## config.mk

```make
export PLATFORM = sky130hd
export DESIGN_NAME = avr_uart_tx_arbiter
export DESIGN_NICKNAME = d
export VERILOG_FILES = /design/src/rtl/avr_uart_tx_arbiter.sv
export SDC_FILE = /design/constraint.sdc
export NUM_CORES = 1
export LEC_CHECK = 0
export CORE_ASPECT_RATIO = 0.5
export CORE_UTILIZATION = 30
export DETAILED_ROUTE_END_ITERATION = 6
export DONT_BUFFER_PORTS = 1
export PLACE_DENSITY = 0.43
export SYNTH_ARGS = -nofsm -noshare
export SYNTH_HDL_FRONTEND = slang
export SYNTH_SLANG_ARGS = --single-unit
```

## constraint.sdc

```tcl
create_clock -name clk -period 3.7 [get_ports clk]
set_clock_uncertainty 0.2 [all_clocks]
set_input_delay 1.11 -clock clk [delete_from_list [all_inputs] [get_ports clk]]
set_output_delay 1.11 -clock clk [all_outputs]
set_load 0.05 [all_outputs]
```

## src/rtl/avr_uart_tx_arbiter.sv

```systemverilog
// Round-robin arbiter that shares the FPGA->AVR serial line between NUM_REQ
// byte producers and serializes each accepted byte as 8N1.
module avr_uart_tx_arbiter #(
  parameter int NUM_REQ     = 4,
  parameter int CLK_PER_BIT = 100,
  localparam int IDX_W      = $clog2(NUM_REQ)
) (
  input  logic                 clk,
  input  logic                 rst_n,
  input  logic [NUM_REQ-1:0]   req_valid,
  input  logic [8*NUM_REQ-1:0] req_data,
  output logic [NUM_REQ-1:0]   req_ready,
  input  logic                 avr_rx_busy,
  output logic                 tx,
  output logic [IDX_W-1:0]     grant_idx,
  output logic                 busy
);

  localparam int TMR_W = $clog2(CLK_PER_BIT);
  localparam logic [TMR_W-1:0] TMR_LAST = TMR_W'(CLK_PER_BIT - 1);

  typedef enum logic [1:0] {IDLE, START, DATA, STOP} state_t;

  state_t           state_q, state_d;
  logic [TMR_W-1:0] tmr_q, tmr_d;
  logic [2:0]       bit_q, bit_d;
  logic [1:0]       sync_q;
  logic [7:0]       shift_q;
  logic [IDX_W-1:0] ptr_q, winner;
  logic             found, busy_s, bit_tick, load, shift_en, tx_d;

  assign busy_s   = sync_q[1];
  assign bit_tick = (tmr_q == TMR_LAST);

  // First valid requester after the last grant, wrapping around.
  always_comb begin
    winner = '0;
    found  = 1'b0;
    for (int k = 1; k <= NUM_REQ; k++) begin
      if (!found && req_valid[(int'(ptr_q) + k) % NUM_REQ]) begin
        found  = 1'b1;
        winner = IDX_W'((int'(ptr_q) + k) % NUM_REQ);
      end
    end
  end

  always_comb begin
    state_d   = state_q;
    tmr_d     = tmr_q;
    bit_d     = bit_q;
    tx_d      = tx;
    load      = 1'b0;
    shift_en  = 1'b0;
    req_ready = '0;
    busy      = (state_q != IDLE);
    unique case (state_q)
      IDLE: begin
        tx_d = 1'b1;
        if (!busy_s && found) begin
          req_ready[winner] = 1'b1;
          load    = 1'b1;
          state_d = START;
          tmr_d   = '0;
          bit_d   = '0;
          tx_d    = 1'b0;
        end
      end
      START: begin
        if (bit_tick) begin
          state_d = DATA;
          tmr_d   = '0;
          tx_d    = shift_q[0];
        end else begin
          tmr_d = tmr_q + 1'b1;
        end
      end
      DATA: begin
        if (bit_tick) begin
          tmr_d = '0;
          if (bit_q == 3'd7) begin
            state_d = STOP;
            tx_d    = 1'b1;
          end else begin
            // tx is registered, so it takes the bit the shift is about to expose.
            bit_d    = bit_q + 3'd1;
            shift_en = 1'b1;
            tx_d     = shift_q[1];
          end
        end else begin
          tmr_d = tmr_q + 1'b1;
        end
      end
      STOP: begin
        if (bit_tick) begin
          state_d = IDLE;
          tmr_d   = '0;
          tx_d    = 1'b1;
        end else begin
          tmr_d = tmr_q + 1'b1;
        end
      end
      default: state_d = IDLE;
    endcase
  end

  // Control registers; synchronizer resets to "AVR busy" until proven otherwise.
  always_ff @(posedge clk or negedge rst_n) begin
    if (!rst_n) begin
      state_q   <= IDLE;
      tmr_q     <= '0;
      bit_q     <= '0;
      sync_q    <= 2'b11;
      ptr_q     <= IDX_W'(NUM_REQ - 1);
      grant_idx <= '0;
      tx        <= 1'b1;
    end else begin
      sync_q  <= {sync_q[0], avr_rx_busy};
      state_q <= state_d;
      tmr_q   <= tmr_d;
      bit_q   <= bit_d;
      tx      <= tx_d;
      if (load) begin
        grant_idx <= winner;
        ptr_q     <= winner;
      end
    end
  end

  // Data shift register; contents are only meaningful after a load.
  always_ff @(posedge clk) begin
    if (load) begin
      shift_q <= req_data[8*winner +: 8];
    end else if (shift_en) begin
      shift_q <= {1'b0, shift_q[7:1]};
    end
  end

endmodule

```

==> metrics.yaml <==
drcViolationCount: 0
synth.avg_cell_area_sq_um: 10.6
crit_path_end_kind: "output pin"
critPathKind: "input port to output pin"
drt_wl_total_um: 3890
hpwl_um: 2960
port_buffers: 0
clk_latency_ps: 260
power_density_nw_per_um2: 731
mostFrequentLayoutCell: "nor2_1"
critPathSlowestCell: "o31ai_4"
clkSinkCount: 27
boundaryPins: 47
groute.usage.overall: 0.134
utilization: 0.365
start_util: 0.318
firstDrtPassIters: 4
dr_total_vias: 1290
first_iter_violations: 77
first_global_vias: 1317
synth_top_family_by_area: "compound AO/OA/AOI/OAI gates"
synth_mux_area_frac: 0.0806
cp_top_family: "compound AO/OA/AOI/OAI gates"
rsz0062_at_grt: "no"
crit_path_cell_trace: "nor2_1 -> o21ai_1 -> o31ai_4 -> nor2_2 -> buf_12"
status: "finished clean"
tritoncts: "built"
p_switching_mw: 0.626
fin_crit_sh: 0.961
rows: 19
multi_input_comb_area_sq_um: 1020
ys_ff_latch: 27
ctsHoldBuffers: 0
setup_viol: 0
numPlacedInstances: 245
ff_latch_area_sq_um: 722
final_max_slew_viol_count: 0
yosys_warnings: 0
async_flop_share: 0.704
cts_made_buffers: 3
tightest_slew_ps: 672
antenna_cells: 0
relSlewSlack: 0.549
place_area_sq_um: 1960
cts_setup_buffers: 0
fillers: 557
htree_num_levels: 1
synth_fa_ha_area_frac: 0.0561
power_frac_comb: 0.462
syn_to_final_growth_pct: 14.7
startpoint_type: "input port"
final_area_sq_um: 2050
clk_path_buf_depth: 2
cp_max_fo: 9
synth-xor-area-share: 0.0196
final_cell_mix: "nor2_1, a211oi_1, dfrtp_1, mux2i_1, nand2_1"
worstPathArrival_ps: 2250
synth_simple_gate_area_share: 0.188
synth_compound_area_frac: 0.216
clkPwrFrac: 0.164
max_cap_viol_count: 0
max_freq_mhz: 281
finish.net_count: 224
core_sq_um: 5610
antenna_found_initial: 0
layout-drive-gt1-share: 0.210
hold_path_class: "flop to flop"
postCtsResizedCells: 0
p_int_mw: 0.870
sw_frac_of_total: 0.418
clockRootBuffer: "clkbuf_16"
die_width_um: 111
vias_per_cell: 5.18
wl_per_cell_um: 15.6
die_y_um: 56.6
required_ps: 2390
gp_congestion: 0.709
pwr-share-seq: 0.373
fin_setup_tns_ps: 0
grt_max_degree: 20
synth-seq-area-share: 0.404
crit_buf_inv: 1
drtAntennaViolNets: 0
die_area_sq_um: 6280
reg2reg_slack_ps: 1410
vdd_drop_max_v: 0.000252
p_total_mw: 1.50
synth_edf_count: 8
netlist_area_sq_um: 1790
grt-ovfl-total: 0
min_period_ps: 3560
instances_no_fill: 249
hold_viol: 0
p_leak_nw: 0.810
syn_inst: 168
synth_fp_nets: 215
clk_pin_slew_ps: 70
synth_cell_types: 45
slowest_delay_ps: 580
synth_ff_type: "dfrtp_1"
grt_pass1_wl_um: 6550
worst paths after layout:
check,depth (start not counted),start,to
hold / removal,0,sync_q[0],sync_q[1]
min in group asynchronous,0,rst_n,tmr_q[5]
setup reg to reg,7,state_q[0],shift_q[6]
setup / recovery,5,req_valid[0],req_ready[1]
max in group asynchronous,0,rst_n,ptr_q[0]
hold reg to reg,0,sync_q[0],sync_q[1]
synth_stat cells, drive strengths merged (2+ instances only):
cell type	count	area (sq um)
edfxtp	8	240
dfrtp	14	350
xor2	4	35.0
a211oi	18	135
nor2	24	111
a21o	4	30.0
nand4	2	12.5
nand2	10	40.0
o21a	7	52.6
buf	4	41.3
inv	5	18.8
a21oi	7	50.1
o31ai	2	28.8
nand3b	2	15.0
o21ai	3	15.0
nor3	5	35.0
and3	2	12.5
nor4	2	42.5
mux2i	11	110
ha	8	100
mux2	3	33.8
dfstp	5	131
nand2b	5	31.3
nor2b	2	12.5
power groups by stage:
stage                     Clock (mW)  Sequential [mW]  Combinational, mW
after floorplan                    0            0.537              0.577
after global placement             0            0.565              0.693
after detailed placement           0            0.566              0.697
after CTS                      0.259            0.559              0.700
after global routing           0.271            0.574              0.768
final                          0.246            0.558              0.692
flip-flops by register name, indices dropped and copies added (netlist names):
signal     cells
tx             1
ptr_q          2
sync_q         2
tmr_q          7
state_q        2
grant_idx      2
bit_q          3
shift_q        8
worst reg2reg max path, stage by stage, from the launching register on:
cell and delay [ps]:
dfrtp_1 420, inv_1 120, ha_1 290, inv_1 120
nor3_4 310, o31ai_4 220, a211oi_1 290, a211oi_1 80
stage by stage:
stage,hold slack [ps],worst slack (ps)
CTS,162,131
global placement,146,141
floorplan,145,-13.7
detailed placement,152,135
global route,169,59.0
finish,161,144
layer usage:
layer | vias to the layer above | track usage | part of all wire
met5 | - | 0 | 0
met4 | 0 | 0.0251 | 0.0054
met3 | 2 | 0.0389 | 0.047
met2 | 35 | 0.229 | 0.45
met1 | 615 | 0.172 | 0.50
li1 | 638 | - | -
layout make-up:
| class | instances | area share |
|---|---|---|
| multi-input cells | 131 | 0.497 |
| flip-flops and latches | 27 | 0.352 |
| repair buffers | 9 | 0.0574 |
| well taps | 73 | 0.0446 |
| clock buffers | 3 | 0.0367 |
| inverters | 5 | 0.00916 |
| clock inverters | 1 | 0.00244 |
logic make-up (layout without fill, tap and decap cells):
family,Yosys count,in the layout
simple gates,57,57
buf+inv,10,18
mux,14,14
xor+xnor,4,4
compound gates,48,48
flops,27,27
fa+ha+maj,8,8
(Power assumes the default switching activity.)
